==> src/rtl/dm_cache_sequencer_pkg.sv <==
`default_nettype none
// +--------------------------------------------------------------------+
// | dm_cache_sequencer_pkg                                             |
// | Geometry constants, sequencer state encoding and address helper.   |
// | Revision: 1.0                                                      |
// +--------------------------------------------------------------------+
package dm_cache_sequencer_pkg;

  localparam int WORD_SIZE       = 32;
  localparam int WORDS_PER_BLOCK = 4;
  localparam int BLOCK_SIZE      = WORD_SIZE * WORDS_PER_BLOCK;
  localparam int NUM_BLOCKS      = 64;
  localparam int TAG_WIDTH       = 24;
  localparam int INDEX_WIDTH     = 6;
  localparam int OFFSET_WIDTH    = 2;
  localparam int ADDR_WIDTH      = TAG_WIDTH + INDEX_WIDTH + OFFSET_WIDTH;
  localparam int BLK_ADDR_WIDTH  = TAG_WIDTH + INDEX_WIDTH;

  typedef enum logic [2:0] {
    IDLE       = 3'd0,
    LOOKUP     = 3'd1,
    CHECK      = 3'd2,
    WRITE_BACK = 3'd3,
    FETCH      = 3'd4,
    REFILL     = 3'd5,
    RESPOND    = 3'd6
  } seq_state_t;

  function automatic logic [BLK_ADDR_WIDTH-1:0] blk_addr(
    input logic [TAG_WIDTH-1:0]   t,
    input logic [INDEX_WIDTH-1:0] i
  );
    return {t, i};
  endfunction

endpackage
`default_nettype wire

==> src/rtl/dm_cache_sequencer_if.sv <==
`default_nettype none
// +--------------------------------------------------------------------+
// | dm_cache_sequencer_if                                              |
// | CPU, cache_memory and main-memory signals of the miss sequencer.   |
// | Revision: 1.0                                                      |
// +--------------------------------------------------------------------+
interface dm_cache_sequencer_if;
  import dm_cache_sequencer_pkg::*;

  logic                      cpu_req_valid;
  logic                      cpu_req_ready;
  logic                      cpu_req_type;
  logic [ADDR_WIDTH-1:0]     cpu_addr;
  logic [WORD_SIZE-1:0]      cpu_wdata;
  logic                      cpu_resp_valid;
  logic [WORD_SIZE-1:0]      cpu_rdata;

  logic [TAG_WIDTH-1:0]      tag;
  logic [INDEX_WIDTH-1:0]    index;
  logic [OFFSET_WIDTH-1:0]   blk_offset;
  logic                      req_type;
  logic                      read_en_cache;
  logic                      write_en_cache;
  logic                      refill;
  logic [WORD_SIZE-1:0]      data_in;
  logic [BLOCK_SIZE-1:0]     data_in_mem;
  logic                      hit;
  logic                      dirty_bit;
  logic [WORD_SIZE-1:0]      data_out;
  logic [BLOCK_SIZE-1:0]     dirty_block_out;
  logic                      done_cache;

  logic                      mem_req_valid;
  logic                      mem_we;
  logic [BLK_ADDR_WIDTH-1:0] mem_addr;
  logic [BLOCK_SIZE-1:0]     mem_wdata;
  logic                      mem_ack;
  logic [BLOCK_SIZE-1:0]     mem_rdata;

  logic                      err;

  // slave: the sequencer itself
  modport slave (
    input  cpu_req_valid, cpu_req_type, cpu_addr, cpu_wdata,
    output cpu_req_ready, cpu_resp_valid, cpu_rdata,
    output tag, index, blk_offset, req_type, read_en_cache, write_en_cache,
    output refill, data_in, data_in_mem,
    input  hit, dirty_bit, data_out, dirty_block_out, done_cache,
    output mem_req_valid, mem_we, mem_addr, mem_wdata,
    input  mem_ack, mem_rdata,
    output err
  );

  // master: CPU, cache_memory and main memory around the sequencer
  modport master (
    output cpu_req_valid, cpu_req_type, cpu_addr, cpu_wdata,
    input  cpu_req_ready, cpu_resp_valid, cpu_rdata,
    input  tag, index, blk_offset, req_type, read_en_cache, write_en_cache,
    input  refill, data_in, data_in_mem,
    output hit, dirty_bit, data_out, dirty_block_out, done_cache,
    input  mem_req_valid, mem_we, mem_addr, mem_wdata,
    output mem_ack, mem_rdata,
    input  err
  );

endinterface
`default_nettype wire

==> src/rtl/dm_cache_sequencer_victim_tag_store.sv <==
`default_nettype none
// +--------------------------------------------------------------------+
// | dm_cache_sequencer_victim_tag_store                                |
// | Shadow tag per line; sync write, combinational read by index.      |
// | Revision: 1.0                                                      |
// +--------------------------------------------------------------------+
module dm_cache_sequencer_victim_tag_store
  import dm_cache_sequencer_pkg::*;
(
  input  logic                   clk,
  input  logic                   we,
  input  logic [INDEX_WIDTH-1:0] idx,
  input  logic [TAG_WIDTH-1:0]   wtag,
  output logic [TAG_WIDTH-1:0]   rtag
);

  // Deliberately not reset: contents only matter for lines already refilled.
  logic [TAG_WIDTH-1:0] r_tags [NUM_BLOCKS];

  always_ff @(posedge clk) begin
    if (we) begin
      r_tags[idx] <= wtag;
    end
  end

  assign rtag = r_tags[idx];

endmodule
`default_nettype wire

==> src/rtl/dm_cache_sequencer.sv <==
`default_nettype none
// +--------------------------------------------------------------------+
// | dm_cache_sequencer                                                 |
// | Write-back / write-allocate miss sequencer for a direct-mapped     |
// | cache_memory array with a block-wide main-memory port.             |
// | Revision: 1.0                                                      |
// +--------------------------------------------------------------------+
module dm_cache_sequencer
  import dm_cache_sequencer_pkg::*;
(
  input  logic              clk,
  input  logic              rst,
  dm_cache_sequencer_if.slave bus
);

  seq_state_t              r_state;
  seq_state_t              w_next;
  logic [ADDR_WIDTH-1:0]   r_addr;
  logic                    r_type;
  logic [WORD_SIZE-1:0]    r_wdata;
  logic [WORD_SIZE-1:0]    r_rdata;
  logic [BLOCK_SIZE-1:0]   r_wb_blk;
  logic [BLOCK_SIZE-1:0]   r_fill_blk;
  logic                    r_replay;
  logic                    r_err;

  logic [TAG_WIDTH-1:0]    w_tag;
  logic [INDEX_WIDTH-1:0]  w_index;
  logic [OFFSET_WIDTH-1:0] w_offset;
  logic [TAG_WIDTH-1:0]    w_victim_tag;
  logic                    w_unused;

  assign w_tag    = r_addr[ADDR_WIDTH-1 -: TAG_WIDTH];
  assign w_index  = r_addr[OFFSET_WIDTH +: INDEX_WIDTH];
  assign w_offset = r_addr[OFFSET_WIDTH-1:0];
  assign w_unused = bus.done_cache;

  dm_cache_sequencer_victim_tag_store u_victim_tags (
    .clk  (clk),
    .we   (r_state == REFILL),
    .idx  (w_index),
    .wtag (w_tag),
    .rtag (w_victim_tag)
  );

  always_ff @(posedge clk) begin
    if (rst) begin
      r_state <= IDLE;
    end else begin
      r_state <= w_next;
    end
  end

  always_comb begin
    w_next = r_state;
    case (r_state)
      IDLE:       if (bus.cpu_req_valid) w_next = LOOKUP;
      LOOKUP:     w_next = CHECK;
      CHECK: begin
        // A miss on the replay pass means the refill did not stick: give up.
        if (bus.hit || r_replay) w_next = RESPOND;
        else if (bus.dirty_bit)  w_next = WRITE_BACK;
        else                     w_next = FETCH;
      end
      WRITE_BACK: if (bus.mem_ack) w_next = FETCH;
      FETCH:      if (bus.mem_ack) w_next = REFILL;
      REFILL:     w_next = LOOKUP;
      RESPOND:    w_next = IDLE;
      default:    w_next = IDLE;
    endcase
  end

  always_ff @(posedge clk) begin
    if (rst) begin
      r_addr     <= '0;
      r_type     <= 1'b0;
      r_wdata    <= '0;
      r_rdata    <= '0;
      r_wb_blk   <= '0;
      r_fill_blk <= '0;
      r_replay   <= 1'b0;
      r_err      <= 1'b0;
    end else begin
      case (r_state)
        IDLE: begin
          if (bus.cpu_req_valid) begin
            r_addr  <= bus.cpu_addr;
            r_type  <= bus.cpu_req_type;
            r_wdata <= bus.cpu_wdata;
          end
        end
        CHECK: begin
          if (bus.hit) begin
            if (!r_type) r_rdata <= bus.data_out;
          end else if (r_replay) begin
            r_err   <= 1'b1;
            r_rdata <= '0;
          end else if (bus.dirty_bit) begin
            r_wb_blk <= bus.dirty_block_out;
          end
        end
        FETCH:   if (bus.mem_ack) r_fill_blk <= bus.mem_rdata;
        REFILL:  r_replay <= 1'b1;
        RESPOND: r_replay <= 1'b0;
        default: ;
      endcase
    end
  end

  always_comb begin
    bus.cpu_req_ready  = 1'b0;
    bus.read_en_cache  = 1'b0;
    bus.write_en_cache = 1'b0;
    bus.refill         = 1'b0;
    bus.mem_req_valid  = 1'b0;
    bus.mem_we         = 1'b0;
    bus.cpu_resp_valid = 1'b0;
    case (r_state)
      IDLE:       bus.cpu_req_ready = 1'b1;
      LOOKUP: begin
        bus.read_en_cache  = ~r_type;
        bus.write_en_cache = r_type;
      end
      WRITE_BACK: begin
        bus.mem_req_valid = 1'b1;
        bus.mem_we        = 1'b1;
      end
      FETCH:      bus.mem_req_valid = 1'b1;
      REFILL: begin
        bus.refill         = 1'b1;
        bus.write_en_cache = 1'b1;
      end
      RESPOND:    bus.cpu_resp_valid = 1'b1;
      default: ;
    endcase
  end

  assign bus.tag         = w_tag;
  assign bus.index       = w_index;
  assign bus.blk_offset  = w_offset;
  assign bus.req_type    = r_type;
  assign bus.data_in     = r_wdata;
  assign bus.data_in_mem = r_fill_blk;
  assign bus.mem_wdata   = r_wb_blk;
  assign bus.mem_addr    = (r_state == WRITE_BACK) ? blk_addr(w_victim_tag, w_index)
                                                   : blk_addr(w_tag, w_index);
  assign bus.cpu_rdata   = r_rdata;
  assign bus.err         = r_err;

endmodule
`default_nettype wire

==> src/flat_wrapper.sv <==
// flat-port wrapper written by rule: the top's interface ports become plain ports
module dm_cache_sequencer_flat import dm_cache_sequencer_pkg::*;
  (clk, rst, bus_cpu_req_valid, bus_cpu_req_type, bus_cpu_addr, bus_cpu_wdata, bus_cpu_req_ready, bus_cpu_resp_valid, bus_cpu_rdata, bus_tag, bus_index, bus_blk_offset, bus_req_type, bus_read_en_cache, bus_write_en_cache, bus_refill, bus_data_in, bus_data_in_mem, bus_hit, bus_dirty_bit, bus_data_out, bus_dirty_block_out, bus_done_cache, bus_mem_req_valid, bus_mem_we, bus_mem_addr, bus_mem_wdata, bus_mem_ack, bus_mem_rdata, bus_err);
  dm_cache_sequencer_if bus_i ();
  input  logic clk;
  input  logic rst;
  input wire logic [$bits(bus_i.cpu_req_valid)-1:0] bus_cpu_req_valid;
  input wire logic [$bits(bus_i.cpu_req_type)-1:0] bus_cpu_req_type;
  input wire logic [$bits(bus_i.cpu_addr)-1:0] bus_cpu_addr;
  input wire logic [$bits(bus_i.cpu_wdata)-1:0] bus_cpu_wdata;
  output wire logic [$bits(bus_i.cpu_req_ready)-1:0] bus_cpu_req_ready;
  output wire logic [$bits(bus_i.cpu_resp_valid)-1:0] bus_cpu_resp_valid;
  output wire logic [$bits(bus_i.cpu_rdata)-1:0] bus_cpu_rdata;
  output wire logic [$bits(bus_i.tag)-1:0] bus_tag;
  output wire logic [$bits(bus_i.index)-1:0] bus_index;
  output wire logic [$bits(bus_i.blk_offset)-1:0] bus_blk_offset;
  output wire logic [$bits(bus_i.req_type)-1:0] bus_req_type;
  output wire logic [$bits(bus_i.read_en_cache)-1:0] bus_read_en_cache;
  output wire logic [$bits(bus_i.write_en_cache)-1:0] bus_write_en_cache;
  output wire logic [$bits(bus_i.refill)-1:0] bus_refill;
  output wire logic [$bits(bus_i.data_in)-1:0] bus_data_in;
  output wire logic [$bits(bus_i.data_in_mem)-1:0] bus_data_in_mem;
  input wire logic [$bits(bus_i.hit)-1:0] bus_hit;
  input wire logic [$bits(bus_i.dirty_bit)-1:0] bus_dirty_bit;
  input wire logic [$bits(bus_i.data_out)-1:0] bus_data_out;
  input wire logic [$bits(bus_i.dirty_block_out)-1:0] bus_dirty_block_out;
  input wire logic [$bits(bus_i.done_cache)-1:0] bus_done_cache;
  output wire logic [$bits(bus_i.mem_req_valid)-1:0] bus_mem_req_valid;
  output wire logic [$bits(bus_i.mem_we)-1:0] bus_mem_we;
  output wire logic [$bits(bus_i.mem_addr)-1:0] bus_mem_addr;
  output wire logic [$bits(bus_i.mem_wdata)-1:0] bus_mem_wdata;
  input wire logic [$bits(bus_i.mem_ack)-1:0] bus_mem_ack;
  input wire logic [$bits(bus_i.mem_rdata)-1:0] bus_mem_rdata;
  output wire logic [$bits(bus_i.err)-1:0] bus_err;
  assign bus_i.cpu_req_valid = bus_cpu_req_valid;
  assign bus_i.cpu_req_type = bus_cpu_req_type;
  assign bus_i.cpu_addr = bus_cpu_addr;
  assign bus_i.cpu_wdata = bus_cpu_wdata;
  assign bus_cpu_req_ready = bus_i.cpu_req_ready;
  assign bus_cpu_resp_valid = bus_i.cpu_resp_valid;
  assign bus_cpu_rdata = bus_i.cpu_rdata;
  assign bus_tag = bus_i.tag;
  assign bus_index = bus_i.index;
  assign bus_blk_offset = bus_i.blk_offset;
  assign bus_req_type = bus_i.req_type;
  assign bus_read_en_cache = bus_i.read_en_cache;
  assign bus_write_en_cache = bus_i.write_en_cache;
  assign bus_refill = bus_i.refill;
  assign bus_data_in = bus_i.data_in;
  assign bus_data_in_mem = bus_i.data_in_mem;
  assign bus_i.hit = bus_hit;
  assign bus_i.dirty_bit = bus_dirty_bit;
  assign bus_i.data_out = bus_data_out;
  assign bus_i.dirty_block_out = bus_dirty_block_out;
  assign bus_i.done_cache = bus_done_cache;
  assign bus_mem_req_valid = bus_i.mem_req_valid;
  assign bus_mem_we = bus_i.mem_we;
  assign bus_mem_addr = bus_i.mem_addr;
  assign bus_mem_wdata = bus_i.mem_wdata;
  assign bus_i.mem_ack = bus_mem_ack;
  assign bus_i.mem_rdata = bus_mem_rdata;
  assign bus_err = bus_i.err;
  dm_cache_sequencer u_core (.clk(clk), .rst(rst), .bus(bus_i));
endmodule
==> config.mk <==
export PLATFORM = sky130hd
export DESIGN_NAME = dm_cache_sequencer_flat
export DESIGN_NICKNAME = d
export VERILOG_FILES = /design/src/rtl/dm_cache_sequencer_pkg.sv /design/src/rtl/dm_cache_sequencer_if.sv /design/src/rtl/dm_cache_sequencer_victim_tag_store.sv /design/src/rtl/dm_cache_sequencer.sv /design/src/flat_wrapper.sv
export SDC_FILE = /design/constraint.sdc
export NUM_CORES = 2
export LEC_CHECK = 0
export CORE_ASPECT_RATIO = 1.2
export CORE_MARGIN = 1
export CORE_UTILIZATION = 61
export DETAILED_ROUTE_END_ITERATION = 8
export GPL_TIMING_DRIVEN = 1
export PLACE_DENSITY = 0.85
export SLEW_MARGIN = 20
export SYNTH_ARGS = -nofsm -noshare
export SYNTH_HDL_FRONTEND = slang
export SYNTH_SLANG_ARGS = --single-unit
==> constraint.sdc <==
create_clock -name clk -period 5.65 [get_ports clk]
set_input_delay 0.565 -clock clk [delete_from_list [all_inputs] [get_ports clk]]
set_output_delay 0.565 -clock clk [all_outputs]
set_load 0.01 [all_outputs]
# After elaboration in Yosys (flattened, before gate mapping)
# Memories as Yosys holds them, arrays and structs flattened. A register that Yosys moved wholly into a read port is not among the register bits.
# Index checks and enable logic that the tools add are counted.
# W data, S select, Z words.
totals:
  reg_bits: 358
  latch_bits: 0
  ram_bits: 1536
  romBits: 0
  input_bits: 360
  output_inout_bits: 391
  word_cells: 55
  n_memories: 1
memory_table:
  columns: ["memory", "words", "width", "rd", "rd_ports_with_merged_regs", "write_ports", "line_no", "text"]
  rows:
  - ["u_core.u_victim_tags.r_tags", 64, 24, 1, 1, 1, "dm_cache_sequencer_victim_tag_store.sv:18", "logic [TAG_WIDTH-1:0] r_tags [NUM_BLOCKS];"]
classes:
  add_sub_neg: 0
  mul: 0
  div_mod_pow: 0
  magnitude_cmp: 0
  eq_ne: 10
  n_shift: 0
  muxes: 21
  n_bitwise: 3
  reduce_logical: 11
op_table:
  columns: ["cell", "n"]
  rows:
  - ["$mux W32", 3]
  - ["$mux W30", 1]
  - ["$pmux W3 S6", 1]
  - ["$mux W3", 5]
  - ["$mux W6", 2]
  - ["$eq A3 B3 Y1 const B", 3]
  - ["$reduce_and A3 Y1", 3]
  - ["$ne A2 B2 Y1 const B", 4]
  - ["$mux W1", 7]
  - ["$eq A3 B2 Y1 const B", 2]
  - ["$pmux W1 S2", 2]
  - ["$reduce_and A2 Y1", 2]
  - ["$reduce_and A4 Y1", 1]
  - ["$reduce_bool A2 Y1", 2]
  - ["$eq A3 B1 Y1 const B", 1]
  - ["$logic_not A3 Y1", 1]
  - ["$not A1 Y1", 3]
  - ["$reduce_or A2 Y1", 1]
  - ["$logic_or A1 B1 Y1", 1]

# Longest topological paths before layout
logic_depth:
  word_depth: 4
  mapped_depth: 10
  depth_no_buf: 7

# Hierarchy
# Synthesis repeated with hierarchy kept, for this count alone.
unflattened:
  cells_unflattened: 5149
  area_unflattened_um2: 73192.7
modules_own_cells:
  columns: ["module", "instances", "cells_per_inst", "area_each_um2", "seq_area_each_um2"]
  rows:
  - ["dm_cache_sequencer_victim_tag_store", 1, 3382, 58982.8, 46124.2]
  - ["dm_cache_sequencer", 1, 1767, 14209.9, 7166.9]

# Worst setup path before layout
# OpenSTA, ideal clock, no wires.
synth_path:
  kind: "reg-to-output"
  from: "register with a tool-made name"
  to: "output bus_mem_addr[13]"
  t_arrival_ns: 2.268
  required_ns: 5.085
  path_slack_ns: 2.817
  path_stages_with_launch: 9
  n_path_buf: 3
  cell_sequence: "dfxtp_1 > buf_2 > buf_2 > clkbuf_1 > mux4_2 > mux4_2 > o22ai_1 > a211oi_1 > a221o_1"
synth_rtl:
  columns: ["element", "line_no", "text"]
  rows:
  - ["end, declared", "flat_wrapper.sv:30", "output wire logic [$bits(bus_i.mem_addr)-1:0] bus_mem_addr;"]

==> reports/metrics.yaml <==
rsz0062_at_grt: "no"
synth_top_area_frac: 0.643
yosys.area.top_type: "edfxtp_1"
worstSetupEndpoint: "bus_mem_addr[22]"
ff2ff_path_depth: 7
drive_above_1_share: 0.139
post_cts.repair.setup_buffers: 0
synth_cells: 4387
clock_latency_ns: 0.83
cts_resized: 0
hp-class: "primary input to register"
yosysMostFrequentCell: "edfxtp_1"
hold_slack_ns: 0.288
worst_pin_slew_ns: 1.11
io_buffers: 749
syn_area_um2: 71700
row_count: 137
grt_pass1_wl_um: 333000
ios: 751
cp.arrival_ns: 4.87
yosys_most_used_dff: "edfxtp_1"
ir_drop_mv: 0.365
critPathMaxFanout: 50
synth_edf_count: 1536
via_per_inst: 6.70
grt_usage: 0.405
antenna_found_initial: 34
synthTopCellsByArea: "edfxtp_1, dfxtp_1, mux4_2, mux2i_1, nand2_1"
failed_checks: "DRC"
fmax_mhz: 184
async_flop_share: 0
start_util: 0.616
grt.overflow.total: 0
numClockSinks: 1900
slew_violations: 0
timing.final.crit_share: 0.962
area_delta_synth_final_pct: 21.8
hold_viol: 0
synth_commonest_cells: "edfxtp_1, nand2_1, dfxtp_1"
powerDensity_nw_per_um2: 352
leakagePower_nw: 27.2
clkTransAtPathRegs_ns: 0.07
drc: 32
place_ws_ns: 1.21
wire_per_inst_um: 35.5
synthesis.nets: 4747
hpwl_um: 147000
nets: 5496
drt_iter0_drc: 7247
r2r_start: "u_core.r_state[0]"
grt_pass1_vias: 44105
crit_required_ns: 5.09
gp_congestion: 0.934
fillers: 6514
htreeDepth: 4
ys_seq_area_frac: 0.745
grt_max_degree: 119
relSlewSlack: 0.257
ctsLongestPathBuffers: 3
die-width_um: 315
cts_tree: "done"
ys.warnings.count: 0
root_buffer: "clkbuf_16"
rrSetupSlack_ns: 1.62
drv_cap: 0
ant_nets: 0
die_y_um: 378
tns_ns: 0
skew_ns: 0.0270
die_area_um2: 119000
coreArea_um2: 116000
drtPass1Iterations: 9
cts_hold_buf: 0
end_kind: "output pin"
fin_ws_ns: 0.216
vias: 45756
post-route-util: 0.750
status: "finished with violations"
layout_min_cycle_time_ns: 5.43
synth_area_per_cell_um2: 16.3
routed_wl_um: 242000
critPathLaunchType: "register"
r2r-end: "u_core.u_victim_tags.r_tags[46][20]"
synth_cell_types: 37
finalSetupViolCount: 0
ys_ff_latch: 1900
cts_buffers: 174
crit_type: "register to output pin"
[worst min path at each step]
stage	start	to	slack [ns]	cells past startpoint
detailed placement	u_core.bus.cpu_rdata[1]	u_core.bus.cpu_rdata[1]	0.44	2
global route	bus_dirty_block_out[8]	u_core.bus.mem_wdata[8]	0.28	3
floorplan	u_core.bus.cpu_rdata[0]	u_core.bus.cpu_rdata[0]	0.48	2
CTS	bus_dirty_block_out[49]	u_core.bus.mem_wdata[49]	0.25	3
global placement	u_core.bus.cpu_rdata[1]	u_core.bus.cpu_rdata[1]	0.44	2
finish	bus_dirty_block_out[24]	u_core.bus.mem_wdata[24]	0.29	3
[critical path: stages, from the launching register on]
cell and delay [ns]:
dfxtp_4 0.86, and2_4 0.71, buf_12 0.35, a22oi_1 0.16
a31oi_1 0.70, o211ai_1 0.20, a221o_1 0.47, clkdlybuf4s50_1 0.51
[state kept, by name, indices dropped and copies added, names as in the netlist, 3 cells and up, named ones only]
signal,count
u_core.bus.cpu_rdata,32
u_core.u_victim_tags.r_tags,1536
u_core.bus.mem_wdata,128
u_core.bus.data_in,32
u_core.r_state,3
u_core.r_addr,32
u_core.bus.data_in_mem,128
[report_power, final]
group	internal, W	leakage (nW)	total [W]	switching [W]
combinational	0.00116	7.37	0.00291	0.00175
sequential	0.0154	17.0	0.0156	0.000198
clock	0.00692	2.87	0.0123	0.00537
total	0.0234	27.2	0.0308	0.00731
[per-layer routing]
layer  part of all wire  vias to the layer above  track usage
met5            0.00054                        -            0
met4              0.074                       20        0.243
met3               0.12                      751        0.116
met2               0.47                     3826        0.644
met1               0.33                    22765        0.494
li1                   -                    18394            -
[layout make-up]
| class | count | area, µm² | area share |
|---|---|---|---|
| Timing Repair Buffer | 872 | 8630 | 0.0988 |
| Sequential cell | 1900 | 53500 | 0.612 |
| Tap cell | 1529 | 1910 | 0.0219 |
| Clock buffer | 220 | 4680 | 0.0536 |
| Multi-Input combinational cell | 2184 | 17400 | 0.199 |
| Antenna cell | 12 | 30.0 | 0.000344 |
| Inverter | 4 | 15.0 | 0.000172 |
| Clock inverter | 106 | 1210 | 0.0138 |
[per-stage QoR]
step	cell area (µm²)	power (W)	cells
2_1_floorplan	71700	0.0172	4387
3_3_place_gp	81400	0.0185	6489
3_5_place_dp	81400	0.0186	6489
4_1_cts	87300	0.0307	6815
5_1_grt	87300	0.0313	6821
6_report	87300	0.0308	6827
[kinds of logic (layout without fill, tap and decap cells)]
| logic type | Yosys count | in the layout | share of synthesized area |
|---|---|---|---|
| AOI/OAI and AO/OA | 699 | 699 | 0.0606 |
| other | 0 | 12 | 0 |
| DFF | 1900 | 1900 | 0.745 |
| muxes | 600 | 600 | 0.126 |
| buffers and inverters | 303 | 1202 | 0.0189 |
| and+or+nand+nor | 885 | 885 | 0.0494 |
[cell usage in the layout, fill, tap and decap left out, drive strengths merged, types with 25 or more instances in the layout]
cell type / count
nand3: 61
a211oi: 48
clkinv: 69
nor2: 78
a31oi: 25
buf: 124
a22oi: 120
mux2i: 336
o21ai: 28
a21oi: 357
edfxtp: 1536
nand2: 692
nor2b: 30
clkbuf: 220
clkdlybuf4s50: 748
dfxtp: 364
mux4: 240
(Power assumes the default switching activity.)
